`config.mk`:
```
export PLATFORM = sky130hd
export DESIGN_NAME = light_mode_ctrl
export DESIGN_NICKNAME = d
export VERILOG_FILES = /design/src/rtl/light_mode_ctrl.sv
export SDC_FILE = /design/constraint.sdc
export NUM_CORES = 1
export LEC_CHECK = 0
export CORE_MARGIN = 2
export CORE_UTILIZATION = 40
export DETAILED_ROUTE_END_ITERATION = 8
export DONT_BUFFER_PORTS = 1
export SLEW_MARGIN = 20
export SYNTH_ARGS = -nofsm -noshare
export SYNTH_HDL_FRONTEND = slang
export SYNTH_SLANG_ARGS = --single-unit
export TNS_END_PERCENT = 10
```
`constraint.sdc`:
```
create_clock -name clk -period 2.81 [get_ports clk]
set_input_delay 0.281 -clock clk [delete_from_list [all_inputs] [get_ports clk]]
set_output_delay 0.281 -clock clk [all_outputs]
set_load 0.005 [all_outputs]
```
`src/rtl/light_mode_ctrl.sv`:
```
// Button/switch front end for the LED pattern generator: synchronises and debounces the
// buttons, then steps, loads or auto-advances the 3-bit pattern mode.
module light_mode_ctrl #(
    parameter int unsigned DEBOUNCE_CYCLES = 2_000_000,
    parameter int unsigned AUTO_CYCLES     = 500_000_000,
    parameter int unsigned MODE_MAX        = 6
) (
    input  logic       clk,
    input  logic       rst_n,
    input  logic       btn_next,
    input  logic       btn_prev,
    input  logic       btn_load,
    input  logic [2:0] sw_mode,
    input  logic       auto_en,
    output logic [2:0] mode,
    output logic       mode_changed
);

    localparam int unsigned DW = (DEBOUNCE_CYCLES > 1) ? $clog2(DEBOUNCE_CYCLES) : 1;
    localparam int unsigned AW = (AUTO_CYCLES > 1) ? $clog2(AUTO_CYCLES) : 1;
    localparam logic [DW-1:0] DB_LAST    = DW'(DEBOUNCE_CYCLES - 1);
    localparam logic [AW-1:0] AUTO_LAST  = AW'(AUTO_CYCLES - 1);
    localparam logic [2:0]    MODE_MAX_L = 3'(MODE_MAX);

    logic [6:0]    raw;
    logic [6:0]    sync1;
    logic [6:0]    sync2;
    logic [2:0]    btn_s;
    logic [2:0]    sw_s;
    logic          auto_s;
    logic [DW-1:0] db_cnt [3];
    logic [2:0]    stable;
    logic [2:0]    stable_d;
    logic [2:0]    press;
    logic          any_press;
    logic [AW-1:0] timer;
    logic          auto_tick;
    logic [2:0]    step_up;
    logic [2:0]    step_down;
    logic [2:0]    mode_nxt;

    assign raw    = {auto_en, sw_mode, btn_load, btn_prev, btn_next};
    assign btn_s  = sync2[2:0];
    assign sw_s   = sync2[5:3];
    assign auto_s = sync2[6];

    always_ff @(posedge clk or negedge rst_n) begin
        if (!rst_n) begin
            sync1 <= '0;
            sync2 <= '0;
        end else begin
            sync1 <= raw;
            sync2 <= sync1;
        end
    end

    // bit order everywhere: [0]=next, [1]=prev, [2]=load
    always_ff @(posedge clk or negedge rst_n) begin
        if (!rst_n) begin
            for (int unsigned i = 0; i < 3; i++) db_cnt[i] <= '0;
            stable   <= '0;
            stable_d <= '0;
        end else begin
            for (int unsigned i = 0; i < 3; i++) begin
                if (btn_s[i] == stable[i]) begin
                    db_cnt[i] <= '0;
                end else if (db_cnt[i] == DB_LAST) begin
                    stable[i] <= btn_s[i];
                    db_cnt[i] <= '0;
                end else begin
                    db_cnt[i] <= db_cnt[i] + 1'b1;
                end
            end
            stable_d <= stable;
        end
    end

    assign press     = stable & ~stable_d;
    assign any_press = |press;
    assign auto_tick = auto_s && !any_press && (timer == AUTO_LAST);

    always_ff @(posedge clk or negedge rst_n) begin
        if (!rst_n) begin
            timer <= '0;
        end else if (!auto_s || any_press || timer == AUTO_LAST) begin
            timer <= '0;
        end else begin
            timer <= timer + 1'b1;
        end
    end

    always_comb begin
        step_up   = (mode >= MODE_MAX_L) ? 3'd0 : mode + 3'd1;
        step_down = (mode == 3'd0 || mode > MODE_MAX_L) ? MODE_MAX_L : mode - 3'd1;
        mode_nxt  = mode;
        if (press[2]) begin
            mode_nxt = sw_s;
        end else if (press[0] ^ press[1]) begin
            mode_nxt = press[0] ? step_up : step_down;
        end else if (auto_tick) begin
            mode_nxt = step_up;
        end
    end

    always_ff @(posedge clk or negedge rst_n) begin
        if (!rst_n) begin
            mode         <= '0;
            mode_changed <= 1'b0;
        end else begin
            mode         <= mode_nxt;
            mode_changed <= (mode_nxt != mode);
        end
    end

endmodule
```
Word-level counts from Yosys, hierarchy flattened. Cells that the tools add are included.

$add $sub $neg: 6. Order comparisons: 2. Equal/unequal tests: 8. Mux-type cells: 13. Bitwise logic cells: 6. Reduce and logical (&&, ||, !) cells: 12.

Operator list (count): $mux 21 (6); $add 21x1->21 const B (3); $eq 21x21->1 const B (3); $add 29x1->29 const B (1); $eq 29x29->1 const B (1); $mux 29 (1); $mux 3 (6); $reduce_and 2->1 (3); $add 3x1->3 const B (1); $and 3x3->3 (1); $eq 1x1->1 (3); $ge 3x3->1 const B (1); $gt 3x3->1 const B (1); $logic_not 3->1 (1); $logic_or 1x1->1 (3); $ne 3x3->1 (1); $not 1->1 (3); $not 3->3 (1); $reduce_or 3->1 (1); $sub 3x1->3 const B (1); $logic_and 1x1->1 (2); $logic_not 1->1 (2); $xor 1x1->1 (1).

Flip-flop bits (word level): 116. Output and inout bits: 4.

Depth between registers and ports, before layout. Gate-level depths: netlist of run 1.

Depth after elaboration: 10. Mapped depth: 9. Depth with buffers taken out: 8.

Worst setup path before layout of run 1. OpenSTA, ideal clock, no wires.

Path kind: register to register. Start: register mode[0]. End: register mode_changed. Library setup time: 0.132 ns. Arrival: 2.109 ns. Setup slack: 0.569 ns. Stages on the path, launching flop included: 10. Period minus slack after synthesis: 2.241 ns. Path through: dfrtp_1 clkbuf_1 inv_1 ha_1 o21ai_0 nand3_1 o21ai_0 mux2_2 a22oi_1 nand4_1.

Cells in the longest elaborated chain, start to end: 7. Elaborated cells on any way between the ends: 13.

RTL lines: start: declaration (line 15) `output logic [2:0] mode,`; start signal: assignment (line 110) `mode <= mode_nxt;`; $gt 3x3->1 or $logic_not 3->1 (tied branches) (line 94) `step_down = (mode == 3'd0 || mode > MODE_MAX_L) ? MODE_MAX_L : mode - 3'd1;`; $logic_or 1x1->1 (line 94); $mux 3 (line 94); $mux 3 (line 99) `mode_nxt = press[0] ? step_up : step_down;`; $mux 3 (line 98) `end else if (press[0] ^ press[1]) begin`; $mux 3 (line 96) `if (press[2]) begin`; $ne 3x3->1 * (line 111) `mode_changed <= (mode_nxt != mode);`; end signal: assignment (line 111); end: declaration (line 16) `output logic mode_changed`.

Mark *: on every way between the ends. The rest lies on a longest branch, timed or not. A chain may end at the register's enable or synchronous reset.

Worst setup path in the final report of run 1.
Start: register timer[0]. End: register mode_changed.

Cells in the longest elaborated chain, start to end: 6.

RTL lines: start: declaration (line 36) `logic [AW-1:0] timer;`; start signal: assignment (line 88) `timer <= timer + 1'b1;`; $eq 29x29->1 (line 80) `assign auto_tick = auto_s && !any_press && (timer == AUTO_LAST);`; $logic_and 1x1->1 (line 80); $mux 3 (line 100) `end else if (auto_tick) begin`; $mux 3 (line 98); $mux 3 (line 96); $ne 3x3->1 (line 111).

No other way between the ends.

==> flow_summary.toml, run 1 <==
[logic_synthesis]
avgSynthCellArea_um2 = 9.93
ys_seq_area_share_pct = 52.5
synthFlopType = "dfrtp_1"
ys_warn_count = 0
synth_nets = 575
synth_area_mm2 = 0.00553
yosysUniqueCellTypes = 42
ys_ff_latch = 116
synthCells = 557
synthArstFlopShare_pct = 100
synth_edf_count = 0

[min_path]
hp-class = "input port to asynchronous set/reset pin"

[drt]
num_vias = 3929
drc = 0
wl_per_cell_um = 13.4
drt_wl_total_mm = 10.2
viasPerCell = 5.17
drt_pass1_iterations = 4
antenna_left = 0
first_iter_violations = 191

[sta]
period_needed_ns = 2.29
slew_headroom_pct = 50.3
fin_skew_ns = 0.00746
fin_tns_setup_ns = 0
setup_viol_count_final = 0
finalCritPeriodShare_pct = 81.5
slew_violations = 0
tightest_slew_ns = 0.745
hold_ws_ns = -0.433
rsz0062_at_grt = "false"
final_hold_viol_count = 116
max_freq_ghz = 0.437

[layout]
final_core_util_pct = 47.9
diodes = 0
final_net_count = 590
area_growth_pct = 15.6
drive_gt1_share_pct = 7.19

[worst_setup_path]
rrSetupSlack_ns = 0.52
worstReg2RegEnd = "mode_changed$_DFF_PN0_"
end_kind = "register"
rr_startpoint = "timer[0]$_DFF_PN0_"
cp-start-kind = "register"
worst-path-max-fanout = 6
cp.arrival_ns = 2.63
cp.required_ns = 3.15
cp-startpoint = "timer[0]$_DFF_PN0_"
path_class = "register to register"
reg2regPathDepth = 7

[cts]
cts_buffers = 17
cts_tree = "built"
cts.htree.levels = 4
worstSkewPairLatency_ns = 0.41
cts_setup_buffers = 0
cts.sinks = 116
hold_buffers = 7
root_buffer = "clkbuf_16"
clock_path_buffers = 2
post_cts_resized = 0
clkTransAtPathRegs_ns = 0.05

[floorplanning]
die_area_mm2 = 0.0148
fp-row-count = 42
ios = 13
die-width_um = 122
fp.dieH_um = 122
core_mm2 = 0.0133
initial_core_util_pct = 41.4

[global_route]
grt_max_degree = 117
grt_pass1_vias = 4043
grt_remaining_overflow = 0
grt_pass1_wl_mm = 18.3
grt_usage_pct = 15.8
antenna_found_initial = 0

[placed_design]
place_congestion = 0.777
port-buffer-count = 0
hpwl_mm = 6.65

[outcome]
run_status = "complete, but fails checks"
violations = "negative hold slack"

[job]
maxCapViolCount = 0

[power_and_ir_drop]
power_density_mw_per_mm2 = 627
leakagePower_nw = 2.71
ir_drop_uv = 470
## state kept, by name, indices dropped and copies added, names as in the netlist
| signal | flops |
|---|---|
| sync1 | 7 |
| stable_d | 3 |
| mode_changed | 1 |
| stable | 3 |
| sync2 | 7 |
| mode | 3 |
| timer | 29 |
| db_cnt | 63 |
## per-stage QoR
stage / cell area [um2] / instances / power [mW] / hold slack (ns) / setup slack [ns]
finish: 6390 / 760 / 4.01 / -0.433 / 0.519
global route: 6390 / 760 / 4.17 / -0.458 / 0.370
CTS: 6390 / 760 / 4.07 / -0.455 / 0.509
detailed placement: 5710 / 722 / 1.80 / -0.0102 / 0.523
global placement: 5710 / 722 / 1.80 / -0.00933 / 0.564
floorplan: 5530 / 557 / 1.79 / -0.0146 / 0.569
## worst max-delay path by stage
stage	slack, ns	end	cells past startpoint
floorplan	0.57	mode_changed$_DFF_PN0_	9
global placement	0.56	mode_changed$_DFF_PN0_	7
detailed placement	0.52	mode_changed$_DFF_PN0_	7
CTS	0.51	mode_changed$_DFF_PN0_	7
global route	0.37	timer[23]$_DFF_PN0_	7
finish	0.52	mode_changed$_DFF_PN0_	7
## area by class of cell
| cell class | count | area, um2 |
|---|---|---|
| fillers | 1288 | 6950 |
| flip-flops and latches | 116 | 2900 |
| multi-input cells | 416 | 2520 |
| clock buffers | 22 | 464 |
| well taps | 176 | 220 |
| clock inverters | 9 | 153 |
| repair buffers | 10 | 92.6 |
| inverters | 11 | 41.3 |
## cell usage after synthesis, drive strengths merged, types with 8 or more instances
master,number,area [um2]
nor2,108,408
and3,18,113
o21ai,11,55.1
ha,9,113
clkbuf,9,33.8
xor2,52,455
a21oi,10,50.1
inv,11,41.3
nand2,40,150
nand4,18,113
nand3,45,238
and4,8,70.1
dfrtp,116,2900
nor3,8,40.0
xnor2,33,289
## per-layer routing
metal	up-vias	global-route usage (%)	wire length (um)	share of wire [%]
met5	-	0	0	0
met4	0	7.76	190	1.9
met3	16	4.73	322	3.2
met2	60	25.0	4940	49
met1	1920	19.8	4730	46
li1	1933	-	-	-
## report_power, final
group | total (mW) | internal, mW | switching [mW]
Clock | 2.23 | 1.52 | 0.710
Sequential | 1.72 | 1.70 | 0.0215
Combinational | 0.0618 | 0.0253 | 0.0365
Total | 4.01 | 3.24 | 0.768
## worst max-delay path: stages (launching register included)
cell,delay (ns)
dfrtp_1,0.40
ha_1,0.20
and3_1,0.33
nand3_4,0.12
or4_4,0.54
o21a_1,0.22
or3_1,0.34
nand4_1,0.09
## placed cells by master, fill, tap and decap left out, types with 7 or more instances in the layout
master	n
dfrtp_1	116
nor2_1	107
xor2_1	52
nand3_1	44
nand2_1	40
xnor2_1	33
and3_1	18
nand4_1	18
clkbuf_16	17
inv_1	11
o21ai_0	11
a21oi_1	10
ha_1	9
nor3_1	8
and4_1	8
dlygate4sd3_1	7
## logic make-up (layout without fill, tap and decap cells)
group                      after synthesis  in the layout  share of synthesized area [%]
buffers and inverters                   25             52                           1.95
adders and majority gates                9              9                           2.04
xor gates and xnor gates                85             85                           13.5
AOI/OAI and AO/OA                       38             38                           4.16
muxes                                    5              5                           1.02
DFF                                    116            116                           52.5
and+or+nand+nor                        279            279                           24.9
Note: power is estimated with default switching activity, not from simulation.
==> run 2: changes to the inputs <==
Clock period 2.81 ns to 2.35 ns, I/O delays scaled along.
==> flow_summary.toml, run 2 (synthesis gave the netlist of run 1 again) <==
[placed_design]
dpl.cell_count = 727
place_congestion = 0.794
port-buffer-count = 0
hpwl_mm = 6.76

[power_and_ir_drop]
p_sw_share_pct = 19.4
comb_power_share_pct = 1.7
leakagePower_nw = 2.73
switchingPower_uw = 909
power_frac_seq_pct = 43.9
power_density_mw_per_mm2 = 730
power_mw = 4.69
intPower_mw = 3.78
clkPwrFrac_pct = 54.4
ir_drop_uv = 557

[cts]
hold_buffers = 7
clock_path_buffers = 2
cts_tree = "built"
clkTransAtPathRegs_ns = 0.05
cts_setup_buffers = 0
worstSkewPairLatency_ns = 0.40
cts.htree.levels = 4
cts_buffers = 17
cts.sinks = 116
root_buffer = "clkbuf_16"
post_cts_resized = 0

[sta]
setup_viol_count_final = 0
fin_skew_ns = 0.00933
finalCritPeriodShare_pct = 92.7
rsz0062_at_grt = "false"
slew_headroom_pct = 55.5
period_needed_ns = 2.18
hold_ws_ns = -0.472
max_freq_ghz = 0.459
tightest_slew_ns = 0.661
fin_tns_setup_ns = 0
final_hold_viol_count = 116
slew_violations = 0

[job]
maxCapViolCount = 0

[drt]
num_vias = 3892
drt_wl_total_mm = 10.3
drt_pass1_iterations = 4
first_iter_violations = 223
viasPerCell = 5.09
drc = 0
wl_per_cell_um = 13.5
antenna_left = 0

[global_route]
grt_remaining_overflow = 0
grt_usage_pct = 15.7
grt_pass1_vias = 3919
grt_pass1_wl_mm = 18.3
antenna_found_initial = 0
grt_max_degree = 117

[layout]
largest-register = "db_cnt"
area_growth_pct = 16.1
finalNonFillerCells = 765
mostFrequentLayoutCells = "dfrtp_1, nor2_1, xor2_1"
regArea_mm2 = 0.00290
final_common_cell = "dfrtp_1"
multi_input_area_mm2 = 0.00252
diodes = 0
drive_gt1_share_pct = 7.81
fill_cells = 1243
largest_reg_flops = 63
final_net_count = 595
final_core_util_pct = 48.1
largestRegisters = "db_cnt x63, timer x29"

[worst_setup_path]
rrSetupSlack_ns = 0.17
cp.required_ns = 2.68
path_class = "register to register"
cp.arrival_ns = 2.51
worst-path-buf-inv = 0
crit_slowest_cell = "or4_4"
cp_cell_sequence = "ha_1 -> and3_1 -> nand3_4 -> or4_4 -> o21a_1 -> or3_1 -> nand4_1"
slowest_delay_ns = 0.54
crit_family = "simple AND/OR/NAND/NOR gates"
worst-path-max-fanout = 6
cp-start-kind = "register"
end_kind = "register"

[floorplanning]
die_area_mm2 = 0.0148
fp-row-count = 42
core_mm2 = 0.0133
initial_core_util_pct = 41.4
die-width_um = 122
ios = 13
fp.dieH_um = 122

[outcome]
violations = "negative hold slack"
run_status = "complete, but fails checks"

[min_path]
hp-class = "input port to asynchronous set/reset pin"
-- run 2: cell count changes in the layout (fill, tap and decap cells not counted), sizes merged --
cell	before	now
clkbuf	22	23
buf	3	8
bufinv	4	3
-- run 2: area by class of cell --
cell class              count  area share, %
flip-flops and latches    116           45.2
clock buffers              23           7.29
repair buffers             15           2.22
clock inverters             8           1.97
multi-input cells         416           39.2
inverters                  11          0.643
well taps                 176           3.43
-- run 2: power groups by stage --
stage | sequential [mW] | clock, mW | combinational (mW)
6_report | 2.06 | 2.55 | 0.0784
3_5_place_dp | 2.09 | 0 | 0.0698
4_1_cts | 2.06 | 2.63 | 0.0800
5_1_grt | 2.06 | 2.73 | 0.0901
3_3_place_gp | 2.09 | 0 | 0.0697
2_1_floorplan | 2.08 | 0 | 0.0544
-- run 2: path summary, 6_finish.rpt --
path	start	end	cells after the start
worst max-delay path	timer[0]$_DFF_PN0_	mode_changed$_DFF_PN0_	7
worst min-delay path	rst_n	timer[5]$_DFF_PN0_	0
worst max register to register	timer[0]$_DFF_PN0_	mode_changed$_DFF_PN0_	7
worst min register to register	sync1[3]$_DFF_PN0_	sync2[3]$_DFF_PN0_	0
max in group asynchronous	rst_n	db_cnt[47]$_DFF_PN0_	0
min in group clk	sync1[3]$_DFF_PN0_	sync2[3]$_DFF_PN0_	0
-- run 2: stage by stage --
step,setup WS [ns],area (um2)
4_1_cts,0.175,6420
2_1_floorplan,0.109,5530
3_3_place_gp,0.209,5760
5_1_grt,0.0839,6420
6_report,0.172,6420
3_5_place_dp,0.186,5760
-- run 2: metal layers --
| metal | global-route usage [%] | vias up | share of wire, % |
|---|---|---|---|
| met3 | 5.29 | 8 | 2.5 |
| met1 | 20.6 | 1901 | 48 |
| met5 | 0 | - | 0 |
| met2 | 24.4 | 46 | 49 |
| met4 | 5.68 | 0 | 0.79 |
| li1 | - | 1937 | - |
